==> config.mk <==
export PLATFORM = sky130hd
export DESIGN_NAME = uart_tx_arbiter_flat
export DESIGN_NICKNAME = d
export VERILOG_FILES = /design/src/rtl/uart_pkg.sv /design/src/rtl/uart_tx_arbiter_if.sv /design/src/rtl/uart_tx_arbiter_rr_arbiter.sv /design/src/rtl/uart_tx_arbiter.sv /design/src/flat_wrapper.sv
export SDC_FILE = /design/constraint.sdc
export NUM_CORES = 1
export LEC_CHECK = 0
export BUFFER_PORTS_ARGS = -buffer_cell sky130_fd_sc_hd__buf_2
export CORE_AREA = 2 2 76 78
export DETAILED_ROUTE_END_ITERATION = 8
export DIE_AREA = 0 0 78 80
export GPL_TIMING_DRIVEN = 0
export PLACE_DENSITY = 0.58
export RECOVER_POWER = 100
export SYNTH_ARGS = -nofsm -noshare
export SYNTH_HDL_FRONTEND = slang
export SYNTH_SLANG_ARGS = --single-unit
export TNS_END_PERCENT = 1
==> constraint.sdc <==
create_clock -name CLK -period 2.7 [get_ports CLK]
set_input_delay 0.54 -clock CLK [delete_from_list [all_inputs] [get_ports CLK]]
set_output_delay 0.54 -clock CLK [all_outputs]
set_load 0.02 [all_outputs]
==> src/rtl/uart_pkg.sv <==
// Shared types and constants for the UART transmit arbiter slice.
package uart_pkg;

  localparam int BYTE_W = 8;
  localparam int MSG_W  = 16;

  typedef enum logic [2:0] {
    ST_IDLE,
    ST_LOAD,
    ST_SEND,
    ST_WAIT_HI,
    ST_WAIT_LO,
    ST_ACK
  } tx_arb_state_t;

  // Message captured at grant; len=0 sends only the low byte.
  typedef struct packed {
    logic [MSG_W-1:0] data;
    logic             len;
  } tx_msg_t;

  function automatic int rr_wrap(input int base, input int off, input int n);
    return (base + off) % n;
  endfunction

endpackage

==> src/rtl/uart_tx_arbiter_if.sv <==
// Byte handshake between the arbiter (master) and UART_TX (slave).
interface uart_tx_arbiter_if import uart_pkg::*; ();

   logic [BYTE_W-1:0] tx_p_data;
   logic              tx_data_valid;
   logic              tx_par_en;
   logic              tx_par_typ;
   logic              tx_busy;

   modport master (
      output tx_p_data, tx_data_valid, tx_par_en, tx_par_typ,
      input  tx_busy
   );

   modport slave (
      input  tx_p_data, tx_data_valid, tx_par_en, tx_par_typ,
      output tx_busy
   );

endinterface

==> src/rtl/uart_tx_arbiter_rr_arbiter.sv <==
// Combinational round-robin pick: first requester after last_grant, with wrap-around.
module rr_arbiter import uart_pkg::*; #(
   parameter int NUM_REQ = 2,
   parameter int IDX_W   = 3
) (
   input  logic [NUM_REQ-1:0] req,
   input  logic [IDX_W-1:0]   last_grant,
   output logic [IDX_W-1:0]   gnt_idx,
   output logic               gnt_vld
);

   logic [NUM_REQ-1:0] rot;

   always_comb begin
      // Rotate so bit 0 is the requester just after last_grant.
      rot     = NUM_REQ'({req, req} >> (int'(last_grant) + 1));
      gnt_vld = 1'b0;
      gnt_idx = '0;
      for (int i = NUM_REQ - 1; i >= 0; i--) begin
         if (rot[i]) begin
            gnt_vld = 1'b1;
            gnt_idx = IDX_W'(rr_wrap(int'(last_grant), i + 1, NUM_REQ));
         end
      end
   end

endmodule

==> src/rtl/uart_tx_arbiter.sv <==
// Round-robin sequencer sharing one UART_TX between NUM_REQ requesters.
// Optional busy-rise watchdog: define UART_TX_ARB_TIMEOUT_EN.
module uart_tx_arbiter import uart_pkg::*; #(
   parameter int NUM_REQ = 2,
   parameter int IDX_W   = 3,
   parameter int TIMEOUT = 16
) (
   input  logic                     CLK,
   input  logic                     RST,
   input  logic [NUM_REQ-1:0]       req_vld,
   input  logic [MSG_W*NUM_REQ-1:0] req_data,
   input  logic [NUM_REQ-1:0]       req_len,
   input  logic                     cfg_par_en,
   input  logic                     cfg_par_typ,
   uart_tx_arbiter_if.master        tx,
   output logic [NUM_REQ-1:0]       req_ack,
   output logic [IDX_W-1:0]         grant_idx,
   output logic                     arb_busy,
   output logic                     tx_err
);

   if (NUM_REQ < 2 || NUM_REQ > 8 || (2 ** IDX_W) < NUM_REQ || TIMEOUT < 1) begin : g_param_chk
      $error("uart_tx_arbiter: illegal parameter set");
   end

   tx_arb_state_t      state;
   tx_msg_t            msg;
   tx_msg_t            sel_msg;
   logic               byte_cnt;
   logic [IDX_W-1:0]   last_grant;
   logic [IDX_W-1:0]   arb_idx;
   logic               arb_vld;
   logic [NUM_REQ-1:0] ack_onehot;

   rr_arbiter #(.NUM_REQ(NUM_REQ), .IDX_W(IDX_W)) u_rr (
      .req        (req_vld),
      .last_grant (last_grant),
      .gnt_idx    (arb_idx),
      .gnt_vld    (arb_vld)
   );

   always_comb begin
      sel_msg    = '0;
      ack_onehot = '0;
      for (int i = 0; i < NUM_REQ; i++) begin
         if (arb_idx == IDX_W'(i)) begin
            sel_msg = '{data: req_data[i*MSG_W +: MSG_W], len: req_len[i]};
         end
         ack_onehot[i] = (grant_idx == IDX_W'(i));
      end
   end

`ifdef UART_TX_ARB_TIMEOUT_EN
   localparam int TO_W = $clog2(TIMEOUT + 1);
   logic [TO_W-1:0] to_cnt;
`else
   assign tx_err = 1'b0;
`endif

   always_ff @(posedge CLK) begin
      if (RST) begin
         state            <= ST_IDLE;
         msg              <= '0;
         byte_cnt         <= 1'b0;
         last_grant       <= IDX_W'(NUM_REQ - 1);
         grant_idx        <= '0;
         req_ack          <= '0;
         arb_busy         <= 1'b0;
         tx.tx_p_data     <= '0;
         tx.tx_data_valid <= 1'b0;
         tx.tx_par_en     <= 1'b0;
         tx.tx_par_typ    <= 1'b0;
`ifdef UART_TX_ARB_TIMEOUT_EN
         to_cnt           <= '0;
         tx_err           <= 1'b0;
`endif
      end else begin
         // NOTE: pulse outputs default low here; a later non-blocking assignment in the case raises them for one cycle.
         tx.tx_data_valid <= 1'b0;
         req_ack          <= '0;

         unique case (state)
            ST_IDLE: begin
               if (arb_vld) begin
                  grant_idx     <= arb_idx;
                  msg           <= sel_msg;
                  byte_cnt      <= 1'b0;
                  tx.tx_par_en  <= cfg_par_en;
                  tx.tx_par_typ <= cfg_par_typ;
                  arb_busy      <= 1'b1;
                  state         <= ST_LOAD;
               end
            end

            ST_LOAD: begin
               if (!tx.tx_busy) begin
                  tx.tx_p_data     <= msg.data[BYTE_W-1:0];
                  tx.tx_data_valid <= 1'b1;
                  state            <= ST_SEND;
               end
            end

            ST_SEND: begin
`ifdef UART_TX_ARB_TIMEOUT_EN
               to_cnt <= '0;
`endif
               state  <= ST_WAIT_HI;
            end

            ST_WAIT_HI: begin
               if (tx.tx_busy) begin
                  state <= ST_WAIT_LO;
               end
`ifdef UART_TX_ARB_TIMEOUT_EN
               else if (to_cnt == TO_W'(TIMEOUT - 1)) begin
                  tx_err  <= 1'b1;
                  req_ack <= ack_onehot;
                  state   <= ST_ACK;
               end else begin
                  to_cnt <= to_cnt + 1'b1;
               end
`endif
            end

            ST_WAIT_LO: begin
               if (!tx.tx_busy) begin
                  if (byte_cnt < msg.len) begin
                     byte_cnt         <= 1'b1;
                     tx.tx_p_data     <= msg.data[BYTE_W +: BYTE_W];
                     tx.tx_data_valid <= 1'b1;
                     state            <= ST_SEND;
                  end else begin
                     req_ack <= ack_onehot;
                     state   <= ST_ACK;
                  end
               end
            end

            ST_ACK: begin
               last_grant <= grant_idx;
               arb_busy   <= 1'b0;
               state      <= ST_IDLE;
            end

            default: state <= ST_IDLE;
         endcase
      end
   end

endmodule

==> src/flat_wrapper.sv <==
// flat-port wrapper written by rule: the top's interface ports become plain ports
module uart_tx_arbiter_flat import uart_pkg::*;
#(
   parameter int NUM_REQ = 2,
   parameter int IDX_W   = 3,
   parameter int TIMEOUT = 16
)
  (CLK, RST, req_vld, req_data, req_len, cfg_par_en, cfg_par_typ, req_ack, grant_idx, arb_busy, tx_err, tx_tx_p_data, tx_tx_data_valid, tx_tx_par_en, tx_tx_par_typ, tx_tx_busy);
  uart_tx_arbiter_if tx_i ();
  input  logic CLK;
  input  logic RST;
  input  logic [NUM_REQ-1:0] req_vld;
  input  logic [MSG_W*NUM_REQ-1:0] req_data;
  input  logic [NUM_REQ-1:0] req_len;
  input  logic cfg_par_en;
  input  logic cfg_par_typ;
  output logic [NUM_REQ-1:0] req_ack;
  output logic [IDX_W-1:0] grant_idx;
  output logic arb_busy;
  output logic tx_err;
  output wire logic [$bits(tx_i.tx_p_data)-1:0] tx_tx_p_data;
  output wire logic [$bits(tx_i.tx_data_valid)-1:0] tx_tx_data_valid;
  output wire logic [$bits(tx_i.tx_par_en)-1:0] tx_tx_par_en;
  output wire logic [$bits(tx_i.tx_par_typ)-1:0] tx_tx_par_typ;
  input wire logic [$bits(tx_i.tx_busy)-1:0] tx_tx_busy;
  assign tx_tx_p_data = tx_i.tx_p_data;
  assign tx_tx_data_valid = tx_i.tx_data_valid;
  assign tx_tx_par_en = tx_i.tx_par_en;
  assign tx_tx_par_typ = tx_i.tx_par_typ;
  assign tx_i.tx_busy = tx_tx_busy;
  uart_tx_arbiter #(.NUM_REQ(NUM_REQ), .IDX_W(IDX_W), .TIMEOUT(TIMEOUT)) u_core (.CLK(CLK), .RST(RST), .req_vld(req_vld), .req_data(req_data), .req_len(req_len), .cfg_par_en(cfg_par_en), .cfg_par_typ(cfg_par_typ), .tx(tx_i), .req_ack(req_ack), .grant_idx(grant_idx), .arb_busy(arb_busy), .tx_err(tx_err));
endmodule
==> impl_results.md, run 1 <==
- Outcome: finished, final reports clean
- RSZ-0062 raised after global routing: false
- Synthesized area: 1850 um2
- PortBufs: 53
- Register area share after synthesis: 40.1%
- Design area: 2260 um2
- Fin Clk Skew: 0.00817 ns
- CTS root buf: clkbuf_8
- Die height: 80 um
- Initial drt markers: 89
- Max-slew headroom at the worst pin: 35.6%
- Total inserted antenna cells: 0
- Period utilization: 76.5%
- Number of flops mapped to enable cells by yosys: 0
- Register-to-register setup slack: 0.63 ns
- Layout cell share with drive strength beyond 1: 27.2%
- Post-Layout Cell Count: 315
- Setup violators final: 0
- Post-Syn Instances: 181
- Worst VDD drop: 0.000279 V
- Netlist cell types: 40
- Avg Inst Size Synth: 10.2 um2
- Worst Setup EP: u_core.tx.tx_p_data[5]
- Req. time, crit path: 2.85 ns
- Most common cell in the synthesized netlist: dfxtp_1
- Crit Path Class: reg -> reg
- Main synth FF type: dfxtp_1
- CTS tree: built
- Num CTS Buffers: 5
- Yosys reg bits: 37
- HP Class: reg -> reg
- Top cells by area, synth: dfxtp_1 (40%), mux2i_1 (14%), a211oi_1 (11%), a21oi_1 (5.7%), a211oi_2 (4.1%)
- Post-layout util: 41.7%
- MaxCap Viol Count: 0
- WP data arrival: 2.22 ns
- Max Transition Viols Final: 0
- IO Pins: 59
- Vias: 1566
- P per Cell Area: 603 nW/um2
- Core Box Area: 5410 um2
- Switching share of power: 30.8%
- Post-DR vias/cell: 4.97
- GPL Wtd Cong: 0.737
- First-pass GRT wire length: 7360 um
- Post-CTS sizing: 0
- Clk_lat worst skew: 0.29 ns
- Crit Path Max Fanout: 10
- CP Capture Type: flip-flop
- Crit path time final: 2.07 ns
- Routed len/inst: 14.4 um
- Global route overflow: 0
- Setup_tns: 0 ns
- H-tree Lvls: 2
- Seq pwr share: 46.8%
- GRT Total Usage: 15.3%
- Startpoint types: flip-flop
- Pleak: 0.851 nW
- Comb pwr share: 24.2%
- Post-CTS Setup Bufs: 0
- # rows: 27
- Reg2reg start: u_core.state[1]
- # DRC: 0
- Post-DRT Antenna Nets: 0
- Area of placed instances: 2210 um2
- Initial antenna violation count: 0
- Largest net degree at the start of global routing: 11
- Cts hold-fix bufs: 0
- Clk slew on worst S/H paths: 0.08 ns
- CP Launch Point: u_core.state[1]
- Int Pwr: 0.941 mW
- Clock Path Buffers: 2
- Switch Pwr: 0.419 mW
- Routed wire length: 4520 um
- Initial Utilization: 34.2%
- Area leader, netlist: dfxtp_1
- R2R cell count: 5
- Slew @ Worst Pin: 0.959 ns
- FFs w/ async S/R, synth: 0%
- Post-DP HPWL: 3250 um
- Initial DRT Pass Iterations: 4
- Clock share of power: 29.0%
- Commonest cells post-synth: dfxtp_1 (37), a211oi_1 (27), mux2i_1 (26), a21oi_1 (21), buf_4 (7)
- Number of global-route vias before repair: 1428
- Inst Count DP: 308
- Nets: 284
- Max frequency: 0.484 GHz
- Number of synthesis warnings: 0
- Crit Reg-Reg Endpoint: u_core.tx.tx_p_data[5]
- Die width: 78 um
- Clk sink count: 37
- Area grow syn2layout: 22.0%
- Die footprint: 6240 um2
- Number of fill cells: 579
- Final Hold Fails: 0
- Share of the synthesized area in the top cell type: 40.1%
-- worst min-delay path by stage --
stage                              start              endpoint  slack [ns]  cells after the start
finish              u_core.tx.tx_par_typ  u_core.tx.tx_par_typ        0.47                      2
global route                  cfg_par_en   u_core.tx.tx_par_en        0.51                      3
CTS                 u_core.tx.tx_par_typ  u_core.tx.tx_par_typ        0.48                      2
detailed placement   u_core.tx.tx_par_en   u_core.tx.tx_par_en        0.47                      2
global placement    u_core.tx.tx_par_typ  u_core.tx.tx_par_typ        0.46                      2
floorplan           u_core.last_grant[0]  u_core.last_grant[0]        0.44                      2
-- per-layer routing --
metal | GRT usage, % | routed length (um) | vias up
met5 | 0 | 0 | -
met4 | 4.21 | 52 | 0
met3 | 3.51 | 198 | 8
met2 | 24.8 | 2150 | 47
met1 | 20.3 | 2120 | 711
li1 | - | - | 800
-- cells in the final DEF (no fill, tap or decap), drive strengths merged --
master	count
buf	49
dfxtp	37
a211oi	34
clkbuf	32
mux2i	26
a21oi	21
nor3	4
o21ai	4
nor2	4
conb	3
nand2	2
or3	2
nor2b	2
nand3	2
inv	2
and3b	2
nor3b	2
a21boi	1
or2	1
or3b	1
a32oi	1
nand3b	1
a22oi	1
a31oi	1
nand4bb	1
nand2b	1
nor4b	1
and3	1
and2	1
o311a	1
xnor2	1
a221o	1
-- metrics by stage --
step / hold slack (ns) / setup slack (ns) / total power, mW
finish: 0.475 / 0.634 / 1.36
global route: 0.514 / 0.558 / 1.44
CTS: 0.478 / 1.06 / 1.38
detailed placement: 0.468 / 0.982 / 0.991
global placement: 0.463 / 0.988 / 0.987
floorplan: 0.445 / 1.22 / 0.886
-- power groups by stage --
stage | Clock, mW | Sequential [mW] | Combinational, mW
floorplan | 0 | 0.661 | 0.226
global placement | 0 | 0.648 | 0.339
detailed placement | 0 | 0.649 | 0.341
CTS | 0.404 | 0.637 | 0.342
global route | 0.431 | 0.645 | 0.363
finish | 0.394 | 0.637 | 0.329
-- critical path, cell delays in order (launching register included) --
cell,delay (ns)
dfxtp_1,0.31
clkbuf_1,0.29
nor3b_4,0.32
clkbuf_1,0.54
mux2i_1,0.37
a211oi_2,0.11
-- logic make-up after synthesis --
logic type / synth area share (%)
other: 0.203
buffers and inverters: 7.58
xor gates and xnor gates: 0.474
muxes: 14.1
and+or+nand+nor: 12.0
AOI/OAI and AO/OA: 25.6
DFF: 40.1
-- state kept, by name (all words and copies together) (netlist names) --
signal / count
u_core.msg: 17
u_core.tx.tx_p_data: 8
u_core.state: 3
u_core.req_ack: 2
u_core.arb_busy: 1
u_core.byte_cnt: 1
u_core.grant_idx: 1
u_core.last_grant: 1
u_core.tx.tx_data_valid: 1
u_core.tx.tx_par_en: 1
u_core.tx.tx_par_typ: 1
-- cell type report --
type	count	area (um2)	share of cell area [%]
inverter	2	7.51	0.333
tap	72	90.1	3.99
multi-input combinational	123	966	42.8
buffer	21	119	5.27
sequential	37	741	32.8
timing repair buffer	53	246	10.9
clock buffer	7	86.3	3.83
Power figures use the tool's default switching activity.
==> run 2, diff against run 1 <==
==> constraint.sdc (replaced) <==
create_clock -name CLK -period 2.2 [get_ports CLK]
set_input_delay 0.44 -clock CLK [delete_from_list [all_inputs] [get_ports CLK]]
set_output_delay 0.44 -clock CLK [all_outputs]
set_load 0.02 [all_outputs]
==> run 2 against run 1 <==
Total power increased by 23%. Worst setup slack lost 0.13 ns. Count of clock-buffer cells in the layout unchanged. Flip-flop and latch count did not move. Critical path type unchanged. Largest cell class unchanged.
==> impl_results.md, run 2 (same netlist as run 1, synthesis figures left out) <==
- Outcome: finished, final reports clean
- CTS root buf: clkbuf_8
- Period utilization: 77.1% (+0.58 points)
- PortBufs: 53 (unchanged)
- Die width: 78 um (unchanged)
- Startpoint types: flip-flop
- Setup violators final: 0 (unchanged)
- First-pass GRT wire length: 7360 um (unchanged)
- Setup_tns: 0 ns (unchanged)
- Post-layout util: 41.8% (+0.046 points)
- Clock Path Buffers: 2 (unchanged)
- Slew @ Worst Pin: 0.754 ns (-0.204 ns)
- Initial drt markers: 93 (+4.5%)
- Total inserted antenna cells: 0 (unchanged)
- IO Pins: 59 (unchanged)
- # DRC: 0 (unchanged)
- Layout cell share with drive strength beyond 1: 28.4% (+1.2 points)
- Clk sink count: 37 (unchanged)
- WHS: 0.405 ns (-0.0699 ns)
- Crit Path Max Fanout: 10 (unchanged)
- Final Hold Fails: 0 (unchanged)
- Crit path time final: 1.70 ns (-0.370 ns)
- Reg area: 741 um2 (unchanged)
- Clk_lat worst skew: 0.29 ns (about the same)
- Die height: 80 um (unchanged)
- Initial Utilization: 34.2% (unchanged)
- Post-DR vias/cell: 4.95 (-0.51%)
- Worst VDD drop: 0.000341 V (+23%)
- Num CTS Buffers: 5 (unchanged)
- Crit Path Class: reg -> reg
- Max Transition Viols Final: 0 (unchanged)
- Global route overflow: 0 (unchanged)
- Largest net degree at the start of global routing: 11 (unchanged)
- # rows: 27 (unchanged)
- Number of global-route vias before repair: 1428 (unchanged)
- Initial antenna violation count: 0 (unchanged)
- Req. time, crit path: 2.34 ns (-0.51 ns)
- MaxCap Viol Count: 0 (unchanged)
- Most frequent cells in the layout: buf_2 (42), dfxtp_1 (37), a211oi_1 (29)
- Max frequency: 0.589 GHz (+22%)
- Post-CTS sizing: 0 (unchanged)
- GPL Wtd Cong: 0.737 (unchanged)
- Slowest stage delay, CP: 0.33 ns (-0.21 ns)
- Area of the multi-input gates: 958 um2 (-0.78%)
- Post-DP HPWL: 3250 um (unchanged)
- CP Capture Type: flip-flop
- Biggest register: u_core.msg
- Most common cell after layout, fill and taps aside: buf_2
- Regs by FF count: u_core.msg x17, u_core.tx.tx_p_data x8, u_core.state x3
- Area grow syn2layout: 22.1%
- P per Cell Area: 739 nW/um2 (+23%)
- Nets: 284 (unchanged)
- Initial DRT Pass Iterations: 4 (unchanged)
- Routed wire length: 4560 um (+0.88%)
- Vias: 1558 (-0.51%)
- Post-CTS Setup Bufs: 0 (unchanged)
- Fin Clk Skew: 0.00869 ns (+0.000512 ns)
- GRT Total Usage: 15.3% (unchanged)
- H-tree Lvls: 2 (unchanged)
- Post-DRT Antenna Nets: 0 (unchanged)
- Routed len/inst: 14.5 um (+0.88%)
- CP max-delay cell: nor3b_4
- Max-slew headroom at the worst pin: 49.6% (+14 points)
- Pleak: 0.862 nW (+1.3%)
- Core Box Area: 5410 um2 (unchanged)
- Number of fill cells: 577 (-0.35%)
- Top Family by Delay on Critical Path: buffers and inverters
- Cts hold-fix bufs: 0 (unchanged)
- WP data arrival: 1.84 ns (-0.38 ns)
- CTS tree: built
- Largest register FFs: 17 (unchanged)
- Die footprint: 6240 um2 (unchanged)
- Clk slew on worst S/H paths: 0.08 ns (about the same)
- HP Class: in -> reg
- RSZ-0062 raised after global routing: false
- Crit path buffers/inverters: 2 (unchanged)
- Crit path cell chain: clkbuf_1 -> nor3b_4 -> buf_6 -> mux2i_1 -> a211oi_2
[run 2: layer usage]
| layer | vias to the layer above | GRT usage (%) | share of wire (%) |
|---|---|---|---|
| li1 | 802 | - | - |
| met1 | 701 | 20.3 | 47 |
| met2 | 49 | 24.8 | 47 |
| met3 | 6 | 3.51 | 4.6 |
| met4 | 0 | 4.21 | 1.1 |
| met5 | - | 0 | 0 |
[run 2: power by group]
part,switching (mW),internal (mW)
Clock,0.236,0.249
Combinational,0.235,0.166
Sequential,0.0413,0.741
[run 2: final timing paths]
path                        startpoint                endpoint  slack [ns]  cells past startpoint
setup reg to reg       u_core.state[1]  u_core.tx.tx_p_data[5]        0.50                      5
hold / removal             cfg_par_typ    u_core.tx.tx_par_typ        0.40                      3
setup / recovery       u_core.state[1]  u_core.tx.tx_p_data[5]        0.50                      5
hold reg to reg   u_core.tx.tx_par_typ    u_core.tx.tx_par_typ        0.48                      2
[run 2: layout make-up]
type | instances | share of cell area (%)
Sequential cell | 37 | 32.8
Multi-Input combinational cell | 123 | 42.4
Tap cell | 72 | 3.99
Clock buffer | 7 | 3.82
Timing Repair Buffer | 53 | 10.9
Inverter | 2 | 0.332
Buffer | 21 | 5.71
[run 2: stage by stage]
stage          area [um2]  power (mW)  setup WS, ns  std cells
6_report             2260        1.67         0.503        315
5_1_grt              2260        1.76         0.391        315
4_1_cts              2300        1.70         0.564        315
3_5_place_dp         2210        1.22         0.582        308
3_3_place_gp         2210        1.21         0.588        308
2_1_floorplan        1860        1.09         0.823        183
[run 2: worst reg2reg max path, cell delays in order, from the launching register on]
cell and delay [ns]:
dfxtp_1 0.31, clkbuf_1 0.28, nor3b_4 0.34, buf_6 0.21
mux2i_1 0.31, a211oi_2 0.11
==> run 3, diff against run 2 <==
--- a/config.mk
+++ b/config.mk
@@ -5,10 +5,11 @@
 export SDC_FILE = /design/constraint.sdc
 export NUM_CORES = 1
 export LEC_CHECK = 0
+export ABC_AREA = 1
 export BUFFER_PORTS_ARGS = -buffer_cell sky130_fd_sc_hd__buf_2
-export CORE_AREA = 2 2 76 78
+export CORE_AREA = 2 2 78 80
 export DETAILED_ROUTE_END_ITERATION = 8
-export DIE_AREA = 0 0 78 80
+export DIE_AREA = 0 0 80 82
 export GPL_TIMING_DRIVEN = 0
 export PLACE_DENSITY = 0.58
 export RECOVER_POWER = 100
==> constraint.sdc (replaced) <==
create_clock -name CLK -period 1.7 [get_ports CLK]
set_input_delay 0.34 -clock CLK [delete_from_list [all_inputs] [get_ports CLK]]
set_output_delay 0.34 -clock CLK [all_outputs]
set_load 0.02 [all_outputs]
==> run 3 against run 2 <==
Sequential power is 58% higher. Synthesized cell count rose by 62%. Count of clock-buffer cells in the layout down 2. Critical endpoint is now u_core.tx.tx_p_data[0]. Largest power group is now combinational cells. Highest routed layer unchanged.
==> impl_results.md, run 3 <==
- Outcome: finished, final reports clean
- Post-synthesis compound-gate area fraction: 9.44% (-16 points)
- R2R cell count: 8 (+3)
- Vias: 1852 (+19%)
- Largest register FFs: 17 (unchanged)
- P per Cell Area: 1520 nW/um2 (+110%)
- Pleak: 1.20 nW (+39%)
- Final Power: 3.57 mW (+110%)
- Post-Syn Instances: 293 (+62%)
- Reg2reg start: u_core.state[2]
- Initial Utilization: 33.9% (-0.31 points)
- MaxCap Viol Count: 0 (unchanged)
- Post-DR vias/cell: 4.28 (-14%)
- Cts hold-fix bufs: 0 (unchanged)
- Clk_lat worst skew: 0.29 ns (about the same)
- GRT Total Usage: 14.0% (-1.3 points)
- # rows: 28 (+3.7%)
- Netlist cell types: 26 (-35%)
- Clock Path Buffers: 2 (unchanged)
- Simple-gate area share of the yosys netlist: 40.8% (+29 points)
- Slew @ Worst Pin: 0.605 ns (-0.150 ns)
- Global route overflow: 0 (unchanged)
- Worst Setup EP: u_core.tx.tx_p_data[0]
- Initial DRT Pass Iterations: 4 (unchanged)
- Share of the synthesized area in the top cell type: 38.0% (-2.0 points)
- Setup_tns: 0 ns (unchanged)
- Max frequency: 0.645 GHz (+9.5%)
- Register-to-register setup slack: 0.15 ns (-0.35 ns)
- Worst Setup Slack, final: 0.150 ns (-0.353 ns)
- Initial drt markers: 69 (-26%)
- Crit Path Max Fanout: 10 (unchanged)
- Crit path time final: 1.55 ns (-0.147 ns)
- CTS tree: built
- GPL Wtd Cong: 0.795 (+7.9%)
- Post-Synth Adder-Cell Area: 0% (unchanged)
- Number of global-route vias before repair: 1542 (+8.0%)
- Worst VDD drop: 0.000563 V (+65%)
- Most frequent cells in the layout: nand2_1 (137), buf_2 (43), dfxtp_1 (37)
- Mux contribution to synthesized area: 0% (-14 points)
- Initial antenna violation count: 0 (unchanged)
- Routed len/inst: 10.2 um (-30%)
- Post-layout util: 40.9% (-0.86 points)
- Largest family of logic cells by synthesized area: simple AND/OR/NAND/NOR gates
- Setup violators final: 0 (unchanged)
- Fin Clk Skew: 0.00713 ns (-0.00156 ns)
- Die footprint: 6560 um2 (+5.1%)
- Total inserted antenna cells: 0 (unchanged)
- Pre-CTS setup slack: 0.0335 ns (-0.548 ns)
- Yosys reg bits: 37 (unchanged)
- Most common cell in the synthesized netlist: nand2_1
- Avg Inst Size Synth: 6.65 um2 (-35%)
- Synthesized area: 1950 um2 (+5.3%)
- Core Box Area: 5750 um2 (+6.3%)
- Num CTS Buffers: 5 (unchanged)
- Post-DP HPWL: 3350 um (+3.2%)
- Period utilization: 91.2% (+14 points)
- Clk slew on worst S/H paths: 0.07 ns (about the same)
- Post-CTS Setup Bufs: 0 (unchanged)
- Layout cell share with drive strength beyond 1: 23.2% (-5.2 points)
- Crit Reg-Reg Endpoint: u_core.tx.tx_p_data[0]
- Biggest register: u_core.msg
- WP data arrival: 1.73 ns (-0.11 ns)
- Main synth FF type: dfxtp_1
- # DRC: 0 (unchanged)
- IO Pins: 59 (unchanged)
- Post-CTS sizing: 0 (unchanged)
- Max-slew headroom at the worst pin: 59.7% (+10 points)
- Crit Path Class: reg -> reg
- Xor/xnor share of the synthesized area: 0% (-0.47 points)
- Post-DRT Antenna Nets: 0 (unchanged)
- CP Capture Type: flip-flop
- Nets: 398 (+40%)
- CTS root buf: clkbuf_8
- Die height: 82 um (+2.5%)
- Number of flops mapped to enable cells by yosys: 0 (unchanged)
- First-pass GRT wire length: 7110 um (-3.4%)
- Largest net degree at the start of global routing: 14 (+3)
- RSZ-0062 raised after global routing: false
- HP Class: in -> reg
- Routed wire length: 4420 um (-3.2%)
- Die width: 80 um (+2.6%)
- Commonest cells post-synth: nand2_1 (133), dfxtp_1 (37), nor2_1 (31), inv_1 (17), nand2_2 (13)
- Regs by FF count: u_core.msg x17, u_core.tx.tx_p_data x8, u_core.state x3
- Final Hold Fails: 0 (unchanged)
- Startpoint types: flip-flop
- FFs w/ async S/R, synth: 0% (unchanged)
- Register area share after synthesis: 38.0% (-2.0 points)
- WHS: 0.284 ns (-0.121 ns)
- Area leader, netlist: dfxtp_1
- Most common cell after layout, fill and taps aside: nand2_1
- Area grow syn2layout: 20.7%
- Req. time, crit path: 1.88 ns (-0.46 ns)
- Clk sink count: 37 (unchanged)
- H-tree Lvls: 2 (unchanged)
- CP Launch Point: u_core.state[2]
- Number of fill cells: 658 (+14%)
- Max Transition Viols Final: 0 (unchanged)
- PortBufs: 55 (+3.8%)
- Top cells by area, synth: dfxtp_1 (38%), nand2_1 (26%), nor2_1 (6.0%), a21oi_2 (4.5%), nand2_2 (4.2%)
- Number of synthesis warnings: 0 (unchanged)
-- run 3: cell type report --
cell class	instances	area (um2)	share of cell area, %
multi-input cells	220	941	40.0
flip-flops and latches	37	741	31.5
repair buffers	55	256	10.9
plain buffers	17	123	5.22
well taps	75	93.8	3.99
inverters	21	81.3	3.46
clock buffers	5	68.8	2.93
clock inverters	3	46.3	1.97
-- run 3: per-stage QoR --
stage,cell area (um2),instances
finish,2350,433
global route,2350,433
CTS,2440,433
detailed placement,2320,425
global placement,2320,425
floorplan,1960,295
-- run 3: worst min-delay path by stage --
stage,start,to,slack [ns],cells after the start
after floorplan,tx_tx_busy,u_core.req_ack[0],0.42,1
after global placement,u_core.byte_cnt,u_core.byte_cnt,0.44,2
after detailed placement,u_core.byte_cnt,u_core.byte_cnt,0.45,2
after CTS,tx_tx_busy,u_core.req_ack[0],0.27,2
after global routing,tx_tx_busy,u_core.req_ack[1],0.29,2
final,cfg_par_typ,u_core.tx.tx_par_typ,0.28,3
-- run 3: critical path, stage by stage, from the launching register on --
cell and delay [ns]:
dfxtp_1 0.31, buf_6 0.13, inv_1 0.15, nand3_1 0.13
o21ai_2 0.07, nand2_1 0.19, clkbuf_2 0.24, nor2_1 0.15
nor2_1 0.07
-- run 3: logic make-up after synthesis --
logic type	count (synthesis)
other	1
AO/OA/AOI/OAI	28
flip-flops	37
AND/OR/NAND/NOR	189
buffers and inverters	38
-- run 3: metal layers --
layer  wire length, um  part of all wire, %  global-route usage (%)
met5                 0                    0                       0
met4                53                  1.2                    4.58
met3               256                  5.8                    3.08
met2              1900                   43                    22.3
met1              2210                   50                    18.7
-- run 3: report_power, final --
group | internal [mW] | switching, mW | total (mW) | leakage, nW
clock network | 0.439 | 0.319 | 0.758 | 0.0543
registers | 1.11 | 0.127 | 1.24 | 0.303
logic | 0.571 | 1.00 | 1.57 | 0.838
total | 2.12 | 1.45 | 3.57 | 1.20
